File: config.mk
export PLATFORM = sky130hd
export DESIGN_NAME = ready_sync_n
export DESIGN_NICKNAME = d
export VERILOG_FILES = /design/src/rtl/ready_pkg.sv /design/src/rtl/player_ready_slot.sv /design/src/rtl/ready_sync_n.sv
export SDC_FILE = /design/constraint.sdc
export NUM_CORES = 1
export LEC_CHECK = 0
export CAP_MARGIN = 20
export CORE_UTILIZATION = 55
export DETAILED_ROUTE_END_ITERATION = 6
export HOLD_SLACK_MARGIN = 0.06
export PLACE_DENSITY_LB_ADDON = 0.25
export REMOVE_ABC_BUFFERS = 1
export SETUP_SLACK_MARGIN = 0.02
export SYNTH_ARGS = -nofsm -noshare
export SYNTH_HDL_FRONTEND = slang
export SYNTH_HIERARCHICAL = 1
export SYNTH_SLANG_ARGS = --single-unit
File: constraint.sdc
create_clock -name CLK -period 2.7 [get_ports CLK]
set_clock_uncertainty 0.1 [all_clocks]
set_input_delay 0.27 -clock CLK [delete_from_list [all_inputs] [get_ports CLK]]
set_output_delay 0.27 -clock CLK [all_outputs]
set_load 0.03 [all_outputs]
File: src/rtl/ready_pkg.sv
// ready_pkg: shared definitions for the pre-round ready/start synchroniser.
//   - game-controller state codes (4-bit STATE bus)
//   - fsm_e: synchroniser FSM encoding, also exported on DBG_STATE
//   - is_round_clear(): STATE codes that end a round and release the players
//   - is_answer_phase(): STATE codes of the question/answer part of a round
package ready_pkg;

  localparam logic [3:0] READY_ST = 4'd2;
  localparam logic [3:0] QUESTION = 4'd3;
  localparam logic [3:0] INPUT    = 4'd4;
  localparam logic [3:0] DRAW     = 4'd6;
  localparam logic [3:0] WRONG    = 4'd7;
  localparam logic [3:0] GOOD     = 4'd8;
  localparam logic [3:0] OUCH     = 4'd9;
  localparam logic [3:0] WIN      = 4'd10;
  localparam logic [3:0] LOSE     = 4'd11;

  typedef enum logic [1:0] {
    IDLE   = 2'd0,
    GATHER = 2'd1,
    LAUNCH = 2'd2,
    ARMED  = 2'd3
  } fsm_e;

  function automatic logic is_round_clear(input logic [3:0] st);
    return (st == DRAW) || (st == GOOD) || (st == OUCH) ||
           (st == WIN)  || (st == LOSE);
  endfunction

  function automatic logic is_answer_phase(input logic [3:0] st);
    return (st == QUESTION) || (st == INPUT) || (st == WRONG);
  endfunction

endpackage

File: src/rtl/player_ready_slot.sv
// player_ready_slot: one player's character-select index and ready latch.
//   CLK, RST_N  : clock, synchronous active-low reset
//   EN          : player inputs are honoured only while high
//   CLR_CHAR    : force the character index to 0
//   CLR_LATCH   : force the ready latch clear (wins over every player input)
//   SEL_STEP    : advance index, wrapping CHAR_CONFIRM -> 0, only while unready
//   READY_BTN   : set latch, accepted only when the index sits at CHAR_CONFIRM
//   CANCEL      : clear latch; beats a same-cycle ready or step
//   CHAR_NUM    : current character index
//   LATCH       : ready latch
module player_ready_slot #(
  parameter int CHAR_W       = 3,
  parameter int CHAR_CONFIRM = 3
) (
  input  logic              CLK,
  input  logic              RST_N,
  input  logic              EN,
  input  logic              CLR_CHAR,
  input  logic              CLR_LATCH,
  input  logic              SEL_STEP,
  input  logic              READY_BTN,
  input  logic              CANCEL,
  output logic [CHAR_W-1:0] CHAR_NUM,
  output logic              LATCH
);

  localparam logic [CHAR_W-1:0] CONFIRM = CHAR_W'(CHAR_CONFIRM);

  logic at_confirm;
  logic accept;
  logic step;

  // The ready check looks at the index before any same-cycle step, and an
  // accepted ready swallows that step.
  assign at_confirm = (CHAR_NUM == CONFIRM);
  assign accept     = EN && !CANCEL && READY_BTN && at_confirm;
  assign step       = EN && !CANCEL && !accept && SEL_STEP && !LATCH;

  always_ff @(posedge CLK) begin
    if (!RST_N) begin
      CHAR_NUM <= '0;
      LATCH    <= 1'b0;
    end else begin
      if (CLR_CHAR) begin
        CHAR_NUM <= '0;
      end else if (step) begin
        CHAR_NUM <= at_confirm ? '0 : CHAR_NUM + CHAR_W'(1);
      end

      if (CLR_LATCH) begin
        LATCH <= 1'b0;
      end else if (EN && CANCEL) begin
        LATCH <= 1'b0;
      end else if (accept) begin
        LATCH <= 1'b1;
      end
    end
  end

endmodule

File: src/rtl/ready_sync_n.sv
// ready_sync_n: pre-round ready/start synchroniser for N players.
// Players pick a character and press ready; once every player is ready while
// the game controller sits in READY_ST, a random operand 1..NUM_MAX is drawn
// from a free-running roll and broadcast until the round is cleared.
//   CLK, RST_N : clock, synchronous active-low reset
//   STATE      : game-controller state code
//   SEL_STEP   : per-player character-advance pulse
//   READY_BTN  : per-player ready pulse
//   CANCEL     : per-player un-ready pulse
//   CHAR_NUM   : packed character indices, player i at [i*CHAR_W +: CHAR_W]
//   READY_LED  : ready latches, one cycle late
//   RST_LED    : 1 the cycle after a reset edge
//   GO         : one-cycle launch pulse
//   NUM        : drawn operand, held while NUM_VALID
//   NUM_VALID  : high from launch until round clear
//   TIMEOUT    : one-cycle pulse when partial readiness expires
//   DBG_STATE  : current FSM state (fsm_e encoding)
// Handshake: no valid/ready pairs here; GO/TIMEOUT are single-cycle strobes
// and NUM is qualified by NUM_VALID, stable for as long as NUM_VALID is high.
module ready_sync_n
  import ready_pkg::*;
#(
  parameter int N_PLAYERS     = 2,
  parameter int CHAR_W        = 3,
  parameter int CHAR_CONFIRM  = 3,
  parameter int NUM_W         = 4,
  parameter int NUM_MAX       = 10,
  parameter int TICK_DIV      = 5_000_000,
  parameter int TIMEOUT_TICKS = 30
) (
  input  logic                        CLK,
  input  logic                        RST_N,
  input  logic [3:0]                  STATE,
  input  logic [N_PLAYERS-1:0]        SEL_STEP,
  input  logic [N_PLAYERS-1:0]        READY_BTN,
  input  logic [N_PLAYERS-1:0]        CANCEL,
  output logic [N_PLAYERS*CHAR_W-1:0] CHAR_NUM,
  output logic [N_PLAYERS-1:0]        READY_LED,
  output logic                        RST_LED,
  output logic                        GO,
  output logic [NUM_W-1:0]            NUM,
  output logic                        NUM_VALID,
  output logic                        TIMEOUT,
  output logic [1:0]                  DBG_STATE
);

  localparam int PW = (TICK_DIV > 1) ? $clog2(TICK_DIV) : 1;
  localparam int RW = (NUM_MAX > 1) ? $clog2(NUM_MAX) : 1;
  localparam int TW = (TIMEOUT_TICKS > 0) ? $clog2(TIMEOUT_TICKS + 1) : 1;

  fsm_e             state_q, state_d;
  logic [PW-1:0]    presc_q;
  logic [RW-1:0]    roll_q;
  logic [TW-1:0]    timer_q, timer_d;
  logic [N_PLAYERS-1:0] latch;

  logic             tick;
  logic             all_ready, any_ready, in_ready, clear_st;
  logic             fire, slot_en, clr_char, clr_latch;
  logic             go_d, valid_d, timeout_d;
  logic [NUM_W-1:0] num_d;

  assign tick      = (presc_q == PW'(TICK_DIV - 1));
  assign all_ready = &latch;
  assign any_ready = |latch;
  assign in_ready  = (STATE == READY_ST);
  assign clear_st  = is_round_clear(STATE);
  assign DBG_STATE = state_q;

  // Timeout only while some, but not all, players are ready and GATHER is
  // staying put this cycle.
  assign fire = (TIMEOUT_TICKS != 0) && (state_q == GATHER) && in_ready &&
                !all_ready && any_ready && (timer_q == TW'(TIMEOUT_TICKS));

  // Player inputs are live only on a GATHER cycle that stays in GATHER.
  assign slot_en   = (state_q == GATHER) && in_ready && !all_ready;
  assign clr_char  = (state_q == IDLE) ||
                     ((state_q == GATHER) && !all_ready && !in_ready);
  assign clr_latch = fire ||
                     ((state_q == GATHER) && !all_ready && clear_st) ||
                     ((state_q == ARMED) && clear_st);

  for (genvar i = 0; i < N_PLAYERS; i++) begin : g_slot
    player_ready_slot #(
      .CHAR_W       (CHAR_W),
      .CHAR_CONFIRM (CHAR_CONFIRM)
    ) u_slot (
      .CLK       (CLK),
      .RST_N     (RST_N),
      .EN        (slot_en),
      .CLR_CHAR  (clr_char),
      .CLR_LATCH (clr_latch),
      .SEL_STEP  (SEL_STEP[i]),
      .READY_BTN (READY_BTN[i]),
      .CANCEL    (CANCEL[i]),
      .CHAR_NUM  (CHAR_NUM[i*CHAR_W +: CHAR_W]),
      .LATCH     (latch[i])
    );
  end

  // FSM state register
  always_ff @(posedge CLK) begin
    if (!RST_N) state_q <= IDLE;
    else        state_q <= state_d;
  end

  // FSM next state
  always_comb begin
    state_d = state_q;
    unique case (state_q)
      IDLE:    if (in_ready) state_d = GATHER;
      GATHER: begin
        if (all_ready)     state_d = LAUNCH;
        else if (!in_ready) state_d = IDLE;
      end
      LAUNCH:  state_d = ARMED;
      ARMED:   if (clear_st) state_d = IDLE;
      default: state_d = IDLE;
    endcase
  end

  // FSM outputs: GO/NUM are registered on the edge that enters LAUNCH so
  // the last press reaches GO in two cycles.
  always_comb begin
    go_d      = 1'b0;
    num_d     = NUM;
    valid_d   = NUM_VALID;
    timeout_d = fire;
    timer_d   = '0;
    if ((state_q == GATHER) && all_ready) begin
      go_d    = 1'b1;
      num_d   = NUM_W'(roll_q) + NUM_W'(1);
      valid_d = 1'b1;
    end
    if ((state_q == ARMED) && clear_st) begin
      num_d   = '0;
      valid_d = 1'b0;
    end
    if (slot_en && any_ready && !fire) begin
      timer_d = tick ? timer_q + TW'(1) : timer_q;
    end
  end

  // Prescaler, roll (frozen while ARMED), timer and registered outputs
  always_ff @(posedge CLK) begin
    if (!RST_N) begin
      presc_q   <= '0;
      roll_q    <= '0;
      timer_q   <= '0;
      READY_LED <= '0;
      RST_LED   <= 1'b1;
      GO        <= 1'b0;
      NUM       <= '0;
      NUM_VALID <= 1'b0;
      TIMEOUT   <= 1'b0;
    end else begin
      presc_q   <= tick ? '0 : presc_q + PW'(1);
      if (tick && (state_q != ARMED)) begin
        roll_q <= (roll_q == RW'(NUM_MAX - 1)) ? '0 : roll_q + RW'(1);
      end
      timer_q   <= timer_d;
      READY_LED <= latch;
      RST_LED   <= 1'b0;
      GO        <= go_d;
      NUM       <= num_d;
      NUM_VALID <= valid_d;
      TIMEOUT   <= timeout_d;
    end
  end

endmodule

==> impl_summary.txt, run 1 <==
----------------------------------------------------
[Critical path]
  Crit path required time ... 2.83 ns
  Category of the critical setup timing path ... flip-flop to flip-flop
  Max FO, Critical Path ... 13
  Launching element type of the critical path ... flip-flop
  Sequence of cells on the critical path ... ha_1 -> nand3_4 -> or4_4 -> or4_1 -> a21oi_1
  Largest incremental delay on the critical path ... 0.64 ns
  Slowest stage cell on the critical path ... or4_4
  Buffers & Inverters on Critical Path ... 0
  Critical path endpoint category ... flip-flop
  Cell type group with the largest total delay on the critical path ... simple AND/OR/NAND/NOR gates
  Arr. time, crit path ... 2.39 ns

[Yosys]
  Synth warnings ... 6
  Synth Register Bits ... 52
  Post-synthesis cell count ... 284
  Async S/R FF share, synth ... 0%
  Summed instance area of the synthesized netlist ... 2550 um2
  Share of the yosys chip area belonging to registers ... 40.9%
  Post-synth EDFFs ... 0
  Primary FF master, synth ... dfxtp_1
  Synth cell types ... 52
  Average size of a mapped cell ... 8.97 um2

[Run status]
  Outcome ... completed

[Global route]
  Number of antenna violations at the first check in global routing ... 0
  Pin count of the biggest net entering global routing ... 24
  First-pass GRT wire length ... 8250 um
  Global Route met2 Usage ... 33.5%
  Total congestion overflow ... 0
  Met1 capacity usage during global routing ... 27.7%
  Via count of the first global-routing pass ... 1934
  Layer with the highest usage ... met2
  Overall global routing resource usage ... 20.3%
  Fraction of met3 tracks used by global routing ... 3.17%

[Power]
  Part of the total power dissipated in sequential elements ... 61.4%
  Portion of total power attributed to combinational logic ... 4.0%
  Relative contribution of the clock network to total power ... 34.6%
  Cell-internal power ... 981 uW
  Pwr per Cell Area ... 422 nW/um2
  Switching Share ... 22.4%
  Power spent charging and discharging nets ... 283 uW
  Peak supply drop ... 0.000371 V
  Leakage power figure ... 0.000967 uW

[Timing]
  Tcrit/Tclk final ... 83.8%
  Total negative slack for setup checks ... 0 ns
  Final Max Slew Viols ... 0
  Min Tclk post-route ... 2.26 ns
  Final hold violation count ... 0
  Setup violators final ... 0
  Max Clock Freq ... 442 MHz
  Transition time at the pin with the least slew margin ... 0.645 ns
  Unrepaired setup endpoints after global routing ... false
  Max-slew headroom at the worst pin ... 56.7%

[Clocking]
  Post-CTS Repair Setup Buffers ... 0
  TritonCTS Sinks ... 52
  Register clock-pin slew on the reported worst setup and hold paths ... 0.09 ns
  H-tree levels ... 2
  Clock tree from TritonCTS ... done
  CTS Buf Count ... 5
  Worst-case clock buffer depth ... 2
  Root Buffer ... clkbuf_8
  # resized after CTS ... 0
  Skew-Pair Late Insertion Delay ... 0.29 ns
  Post-CTS Hold Fix Bufs ... 0

[Finish]
  Most common cell after layout, fill and taps aside ... dfxtp_1
  Number of antenna cells inserted ... 0
  Layout-stage area growth over the synthesis result ... 17.7%
  Filler-free cell count of the finished design ... 373
  Total Nets Final ... 339
  Layout Cell Area excl Fill ... 3000 um2
  Layout cells sized above 1 ... 10.9%
  Most frequent cells in the layout ... 52 x dfxtp_1, 29 x clkdlybuf4s50_1, 28 x nor2_1

[Floorplanning]
  Starting density of the core ... 57.7%
  Die Footprint ... 4910 um2
  Rows ... 24
  Ports placed on the boundary ... 30
  Die Span Y ... 70.1 um
  Core ar. ... 4410 um2
  Die Span X ... 70.1 um

[Min path]
  Class of the most critical hold timing path ... flip-flop to flip-flop

[Detailed routing]
  Remaining antenna violation count ... 0
  Vias per inst ... 5.60
  Total via count in the routed design ... 2090
  Detailed Route Iter0 Violations ... 151
  Final wirelength ... 4680 um
  Count of TritonRoute iterations in the first routing pass ... 4
  Wirelength per Cell ... 12.6 um
  Remaining routing DRC violations ... 0

[Placement]
  Post-detailed-placement cell area ... 2910 um2
  Placed Instances ... 365
  Buffers added on ports ... 29
  Final estimated routing congestion in global placement ... 0.782
  Hpwl dp ... 3530 um

[Job]
  Number of max-capacitance violations reported ... 0

----------------------------------------------------
[cells in the mapped netlist, drive strengths merged, types with 3 or more instances]
| cell | instances | area, um2 |
|---|---|---|
| and3 | 4 | 25.0 |
| inv | 19 | 71.3 |
| o211ai | 4 | 30.0 |
| nor2 | 28 | 105 |
| buf | 3 | 21.3 |
| xnor2 | 9 | 78.8 |
| o31ai | 6 | 45.0 |
| nor4 | 4 | 25.0 |
| or2 | 3 | 18.8 |
| and2 | 5 | 31.3 |
| a31o | 3 | 26.3 |
| and4 | 3 | 27.5 |
| nor3 | 10 | 55.1 |
| a21oi | 21 | 113 |
| dfxtp | 52 | 1040 |
| or4 | 6 | 50.1 |
| a211oi | 4 | 30.0 |
| nand3 | 13 | 90.1 |
| o21ai | 15 | 78.8 |
| or3 | 5 | 31.3 |
| ha | 7 | 87.6 |
| xor2 | 6 | 52.6 |
| nand2 | 19 | 71.3 |
| nand4 | 9 | 56.3 |
| mux2i | 3 | 30.0 |
[logic make-up after synthesis]
family                   share of synthesized area (%)
AO/OA/AOI/OAI                                     14.8
buffers and inverters                             3.78
AND/OR/NAND/NOR                                   30.3
multiplexers                                      1.62
XOR/XNOR                                          5.16
adder cells (fa/ha/maj)                           3.44
flip-flops                                        40.9
[area by class of cell]
type,count,area [um2]
fill,363,1420
multi-input combinational,209,1410
sequential,52,1040
timing repair buffer,33,320
inverter,19,71.3
clock buffer,5,68.8
tap,52,65.1
clock inverter,3,21.3
[tightest hold or removal path: cells and delay by family, from the launching register on]
kind	cells	cell delay [ns]
flops	1	0.34
simple gates	1	0.06
compound gates	1	0.03
[metal layers]
| metal | share of wire [%] | vias to the layer above |
|---|---|---|
| met2 | 46 | 29 |
| met4 | 0.85 | 0 |
| met1 | 50 | 958 |
| met5 | 0 | - |
| met3 | 3.1 | 4 |
| li1 | - | 1099 |
[power groups by stage]
stage          Combinational [uW]  Clock, uW  Sequential [uW]
5_1_grt                      55.8        480              777
3_5_place_dp                 51.0          0              794
3_3_place_gp                 49.9          0              794
4_1_cts                      51.3        448              776
6_report                     50.8        437              776
2_1_floorplan                17.7          0              795
[stage by stage]
step	setup WS, ns	power (uW)	utilization (%)	hold WS [ns]
after floorplan	0.258	813	-	0.260
after global placement	0.235	844	65.9	0.345
after detailed placement	0.146	845	65.9	0.356
after CTS	0.442	1280	67.9	0.369
after global routing	0.335	1310	67.9	0.391
final	0.438	1260	67.9	0.367
[state kept, by name (all words and copies together) (netlist names), named ones only]
register,count
TIMEOUT,1
g_slot.u_slot/CHAR_NUM,6
timer_q,5
roll_q,4
DBG_STATE,1
g_slot.u_slot/LATCH,2
NUM,4
NUM_VALID,1
RST_LED,1
presc_q,23
READY_LED,2
GO,1
[worst paths after layout]
kind / startpoint / endpoint / slack (ns) / cells after the start
worst max register to register: presc_q[0] / timer_q[3] / 0.44 / 5
worst max-delay path: presc_q[0] / timer_q[3] / 0.44 / 5
worst min-delay path: g_slot[1].u_slot/CHAR_NUM[2] / g_slot[1].u_slot/CHAR_NUM[2] / 0.37 / 2
worst min register to register: g_slot[1].u_slot/CHAR_NUM[2] / g_slot[1].u_slot/CHAR_NUM[2] / 0.37 / 2
No activity file was read; power rests on OpenSTA's default activity.
==> run 2, diff against run 1 <==
- CORE_UTILIZATION: 55 -> 50
- clock period: 2.7 -> 2 ns (I/O delays scaled with it)
==> impl_summary.txt, run 2 (same netlist as run 1, synthesis figures left out) <==
----------------------------------------------------
[Clocking]
  Clock tree from TritonCTS ... done
  Skew-Pair Late Insertion Delay ... 0.30 ns (about the same)
  TritonCTS Sinks ... 52 (unchanged)
  Register clock-pin slew on the reported worst setup and hold paths ... 0.09 ns (about the same)
  H-tree levels ... 2 (unchanged)
  Worst-case clock buffer depth ... 2 (unchanged)
  Root Buffer ... clkbuf_8
  CTS Buf Count ... 5 (unchanged)

[Timing]
  Transition time at the pin with the least slew margin ... 0.566 ns (-0.0794 ns)
  Final hold violation count ... 0 (unchanged)
  Setup violators final ... 0 (unchanged)
  Tcrit/Tclk final ... 98.2% (+14 points)
  Min Tclk post-route ... 1.96 ns (-0.297 ns)
  Final Max Slew Viols ... 0 (unchanged)
  Unrepaired setup endpoints after global routing ... true
  Max Clock Freq ... 509 MHz (+15%)
  Total negative slack for setup checks ... 0 ns (unchanged)
  Max-slew headroom at the worst pin ... 61.9% (+5.3 points)

[Placement]
  Placed Instances ... 405 (+11%)
  Hpwl dp ... 3940 um (+12%)
  Buffers added on ports ... 29 (unchanged)
  Final estimated routing congestion in global placement ... 0.834 (+6.6%)

[Detailed routing]
  Remaining routing DRC violations ... 0 (unchanged)
  Detailed route wirelength on metal3 ... 275 um (+87%)
  Detailed Route Iter0 Violations ... 99 (-34%)
  Count of TritonRoute iterations in the first routing pass ... 4 (unchanged)
  Total via count in the routed design ... 2240 (+7.2%)
  Wirelength per Cell ... 13.3 um (+5.9%)
  Remaining antenna violation count ... 0 (unchanged)
  DRT met1 WL ... 2480 um (+5.4%)
  Final wirelength ... 5520 um (+18%)
  Vias per inst ... 5.40 (-3.7%)
  Sum of met2 wire segment lengths after detailed routing ... 2700 um (+27%)
  DR top layer ... met4

[Floorplanning]
  Die Span Y ... 73.4 um (+4.7%)
  Rows ... 25 (+4.2%)
  Starting density of the core ... 52.9% (-4.8 points)
  Die Span X ... 73.4 um (+4.7%)
  Core ar. ... 4820 um2 (+9.1%)
  Die Footprint ... 5380 um2 (+9.7%)
  Ports placed on the boundary ... 30 (unchanged)

[Power]
  Peak supply drop ... 0.000328 V (-12%)
  Power, Total ... 1730 uW (+37%)
  Leakage power figure ... 0.00112 uW (+16%)
  Cell-internal power ... 1340 uW (+36%)
  Switching Share ... 22.5% (+0.15 points)
  Power spent charging and discharging nets ... 390 uW (+38%)
  Relative contribution of the clock network to total power ... 34.3% (-0.3 points)
  Portion of total power attributed to combinational logic ... 5.0% (+1.0 points)
  Pwr per Cell Area ... 526 nW/um2 (+25%)
  Part of the total power dissipated in sequential elements ... 60.7% (-0.7 points)

[Critical path]
  Category of the critical setup timing path ... flip-flop to flip-flop
  Arr. time, crit path ... 2.11 ns (-0.28 ns)
  Critical path startpoint ... presc_q[1]
  Critical path endpoint category ... flip-flop
  Largest incremental delay on the critical path ... 0.57 ns (-0.07 ns)
  Launching element type of the critical path ... flip-flop
  Slowest stage cell on the critical path ... or4_4
  Sequence of cells on the critical path ... ha_4 -> nand3_4 -> or4_4 -> or4_1 -> o21ai_1
  Crit path required time ... 2.14 ns (-0.69 ns)
  Crit Reg-Reg Startpoint ... presc_q[1]
  Max FO, Critical Path ... 5 (-8)

[Finish]
  Most common cell after layout, fill and taps aside ... dfxtp_1
  Most frequent cells in the layout ... 49 x dfxtp_1, 28 x nor2_1, 28 x buf_4
  Flip-flop count of the largest register after layout ... 23 (unchanged)
  Layout-stage area growth over the synthesis result ... 29.0%
  Register with the highest flop count ... presc_q
  Filler-free cell count of the finished design ... 415 (+11%)
  Total Nets Final ... 366 (+8.0%)
  Fillers ... 395 (+8.8%)
  Leading registers by flop count ... presc_q (23), g_slot.u_slot/CHAR_NUM (6), timer_q (5)
  Number of antenna cells inserted ... 0 (unchanged)
  Layout cells sized above 1 ... 20.1% (+9.2 points)

[Job]
  Number of max-capacitance violations reported ... 0 (unchanged)

[Global route]
  Total congestion overflow ... 0 (unchanged)
  Number of antenna violations at the first check in global routing ... 0 (unchanged)
  First-pass GRT wire length ... 9200 um (+12%)
  Overall global routing resource usage ... 22.1% (+1.8 points)
  Via count of the first global-routing pass ... 2127 (+10%)
  Pin count of the biggest net entering global routing ... 24 (unchanged)

[Run status]
  Outcome ... completed

[Min path]
  Hold Crit Start ... STATE[0]
  Class of the most critical hold timing path ... primary input to flip-flop

----------------------------------------------------
==> run 2: cell types whose count changed in the layout (fill, tap and decap cells not counted), sizes merged <==
cell           previous run  this run
buf                       4        30
clkdlybuf4s50            29        25
dlygate4sd2               0         3
clkbuf                    5         6
dlymetal6s2s              0         1
inv                      20        19
or4                       6         7
==> run 2: worst paths after layout <==
path / endpoint / slack (ns) / cells past startpoint
min: DBG_STATE[0] / 0.25 / 4
min reg2reg: g_slot[1].u_slot/CHAR_NUM[2] / 0.36 / 2
max reg2reg: roll_q[0] / 0.04 / 5
max: roll_q[0] / 0.04 / 5
==> run 2: cell type report <==
| cell class | count | area (um2) | area share (%) |
|---|---|---|---|
| clock buffer | 6 | 72.6 | 2.21 |
| clock inverter | 2 | 16.3 | 0.495 |
| inverter | 19 | 71.3 | 2.17 |
| multi-input combinational | 210 | 1470 | 44.6 |
| sequential | 52 | 1040 | 31.8 |
| tap | 67 | 83.8 | 2.55 |
| timing repair buffer | 59 | 531 | 16.1 |
==> run 2: what timing repair did <==
item | CTS | global route
setup buffers | 0 | 1
setup endpoints to repair | 36 | 31
cloned | 1 | 0
hold buffers | 0 | 0
gates resized for setup | 13 | 5
pin swaps | 5 | 10
==> run 2: metal layers <==
metal	vias up	GRT usage [%]
li1	1153	-
met3	6	3.57
met2	60	39.6
met1	1021	26.5
met4	0	8.12
met5	-	0
==> run 2: power groups by stage <==
stage	logic (uW)	registers [uW]	clock network [uW]
3_3_place_gp	81.9	1070	0
6_report	86.4	1050	592
5_1_grt	93.4	1050	646
4_1_cts	84.8	1050	613
3_5_place_dp	83.4	1070	0
2_1_floorplan	23.9	1070	0
==> run 2: critical path, delay by kind of cell, from the launching register on <==
kind / cells / cell delay, ns
AO/OA/AOI/OAI: 1 / 0.12
adder cells (fa/ha/maj): 1 / 0.15
flip-flops: 1 / 0.36
AND/OR/NAND/NOR: 3 / 1.18
==> run 2: stage by stage <==
step | setup WS [ns] | util [%] | instance area [um2] | hold WS, ns
4_1_cts | 0.0136 | 67.7 | 3260 | 0.359
5_1_grt | -0.0294 | 68.2 | 3290 | 0.250
3_5_place_dp | -0.453 | 64.9 | 3130 | 0.351
6_report | 0.0353 | 68.2 | 3290 | 0.246
3_3_place_gp | -0.403 | 64.9 | 3130 | 0.344
2_1_floorplan | -0.372 | - | 2520 | 0.190
==> run 3, diff against run 2 <==
- PLACE_DENSITY: unset -> 0.79
- PLACE_DENSITY_LB_ADDON: 0.25 -> unset
==> impl_summary.txt, run 3 (same netlist as run 1, synthesis figures left out) <==
----------------------------------------------------
[Critical path]
  Launching element type of the critical path ... flip-flop
  Depth of the most critical reg-to-reg path ... 5 (unchanged)
  Critical path endpoint category ... flip-flop
  Category of the critical setup timing path ... flip-flop to flip-flop
  Crit path required time ... 2.15 ns (about the same)
  Register-to-Register Setup Slack ... 0.04 ns (about the same)
  Max FO, Critical Path ... 5 (unchanged)
  Reg-to-reg endpoint ... timer_q[3]
  Arr. time, crit path ... 2.10 ns (about the same)
  Crit Reg-Reg Startpoint ... presc_q[0]

[Clocking]
  TritonCTS Sinks ... 52 (unchanged)
  CTS Buf Count ... 5 (unchanged)
  Register clock-pin slew on the reported worst setup and hold paths ... 0.09 ns (about the same)
  H-tree levels ... 2 (unchanged)
  Clock tree from TritonCTS ... done
  Root Buffer ... clkbuf_8
  Worst-case clock buffer depth ... 2 (unchanged)
  Skew-Pair Late Insertion Delay ... 0.31 ns (about the same)

[Min path]
  Hold Crit Start ... STATE[3]
  Hold path endpoint ... DBG_STATE[0]
  Worst hold path stage count ... 4 (unchanged)
  Class of the most critical hold timing path ... primary input to flip-flop

[Detailed routing]
  Count of TritonRoute iterations in the first routing pass ... 4 (unchanged)
  Final wirelength ... 5750 um (+4.2%)
  Remaining routing DRC violations ... 0 (unchanged)
  Wirelength per Cell ... 13.5 um (+1.5%)
  Vias per inst ... 5.50 (+1.8%)
  Remaining antenna violation count ... 0 (unchanged)
  Total via count in the routed design ... 2341 (+4.5%)
  Detailed Route Iter0 Violations ... 70 (-29%)

[Global route]
  Overall global routing resource usage ... 23.1% (+0.99 points)
  Total congestion overflow ... 0 (unchanged)
  Number of antenna violations at the first check in global routing ... 0 (unchanged)
  Via count of the first global-routing pass ... 2199 (+3.4%)
  First-pass GRT wire length ... 9450 um (+2.8%)
  Pin count of the biggest net entering global routing ... 16 (-33%)

[Finish]
  Layout-stage area growth over the synthesis result ... 33.4%
  Flip-flop count of the largest register after layout ... 23 (unchanged)
  Sequential standard cell area ... 1050 um2 (+0.36%)
  Footprint of the multi-input gates ... 1500 um2 (+2.1%)
  Total Nets Final ... 377 (+3.0%)
  Most common cell after layout, fill and taps aside ... dfxtp_1
  Fillers ... 386 (-2.3%)
  Layout cells sized above 1 ... 25.1% (+5.0 points)
  Most frequent cells in the layout ... 46 x dfxtp_1, 38 x buf_4, 28 x nor2_1
  Register with the highest flop count ... presc_q
  Leading registers by flop count ... presc_q (23), g_slot.u_slot/CHAR_NUM (6), timer_q (5)
  Filler-free cell count of the finished design ... 426 (+2.7%)
  Number of antenna cells inserted ... 0 (unchanged)

[Timing]
  Max Clock Freq ... 511 MHz (+0.36%)
  Final Max Slew Viols ... 0 (unchanged)
  Setup violators final ... 0 (unchanged)
  Final hold violation count ... 0 (unchanged)
  Min Tclk post-route ... 1.96 ns (-0.00701 ns)
  Max-slew headroom at the worst pin ... 63.6% (+1.6 points)
  Transition time at the pin with the least slew margin ... 0.541 ns (-0.0243 ns)
  Post-route worst setup slack ... 0.0423 ns (+0.00701 ns)
  Unrepaired setup endpoints after global routing ... true
  Tcrit/Tclk final ... 97.9% (-0.35 points)

[Floorplanning]
  Die Span X ... 73.4 um (unchanged)
  Die Span Y ... 73.4 um (unchanged)
  Core ar. ... 4820 um2 (unchanged)
  Die Footprint ... 5380 um2 (unchanged)
  Ports placed on the boundary ... 30 (unchanged)
  Rows ... 25 (unchanged)
  Starting density of the core ... 52.9% (unchanged)

[Placement]
  Buffers added on ports ... 29 (unchanged)
  Placed Instances ... 413 (+2.0%)
  Final estimated routing congestion in global placement ... 0.883 (+5.9%)
  Hpwl dp ... 4090 um (+3.8%)
  Setup slack after placement ... -0.477 ns (-0.0239 ns)

[Power]
  Power, Total ... 1760 uW (+1.7%)
  Leakage power figure ... 0.00118 uW (+5.4%)
  Peak supply drop ... 0.000384 V (+17%)
  Pwr per Cell Area ... 517 nW/um2 (-1.7%)

[Run status]
  Outcome ... completed

[Job]
  Number of max-capacitance violations reported ... 0 (unchanged)

----------------------------------------------------
==> run 3: worst max-delay path by stage <==
stage	start	end	slack, ns
after floorplan	STATE[0]	g_slot[0].u_slot/CHAR_NUM[0]	-0.37
after global placement	STATE[0]	g_slot[1].u_slot/CHAR_NUM[0]	-0.37
after detailed placement	STATE[0]	g_slot[0].u_slot/CHAR_NUM[1]	-0.48
after CTS	presc_q[0]	timer_q[3]	0.03
after global routing	presc_q[0]	timer_q[3]	-0.006
final	presc_q[0]	timer_q[3]	0.04
==> run 3: per-layer routing <==
metal	vias up	global-route usage, %	part of all wire [%]
met2	59	40.5	49
met1	1093	26.9	44
met4	0	9.40	2.2
met3	12	5.62	3.9
met5	-	0	0
li1	1177	-	-
==> run 3: metrics by stage <==
step	cell area, um2	hold WS, ns	TNS (ns)	util, %
after floorplan	2520	0.190	-6.80	-
after global placement	3170	0.347	-4.27	65.9
after detailed placement	3170	0.351	-5.64	65.9
after CTS	3330	0.323	0	69.2
after global routing	3400	0.321	-0.0108	70.6
final	3400	0.312	0	70.6
==> run 3: power by group <==
part	switching (uW)	internal [uW]	leakage, uW	total [uW]
Combinational	41.0	49.0	0.000707	90.0
Sequential	6.41	1040	0.000422	1050
Clock	342	277	0.0000510	619
Total	389	1370	0.00118	1760
==> run 3: final cells by class <==
cell class	count	area share [%]
clock inverter	2	0.294
inverter	19	2.10
sequential	52	30.8
tap	67	2.47
timing repair buffer	70	17.8
clock buffer	6	2.43
multi-input combinational	210	44.1
==> run 3: worst max-delay path, cell delays in order (launching register included) <==
cell     delay [ns]
dfxtp_2        0.36
ha_4           0.15
nand3_4        0.07
or4_4          0.53
or4_4          0.54
a21oi_2        0.13
==> run 3: what timing repair did <==
item,in CTS,in global routing
buffers inserted,3,1
cloned,1,0
hold buffers,0,0
resized for setup,13,18
pin swaps,5,6
endpoints found under the setup margin,38,31
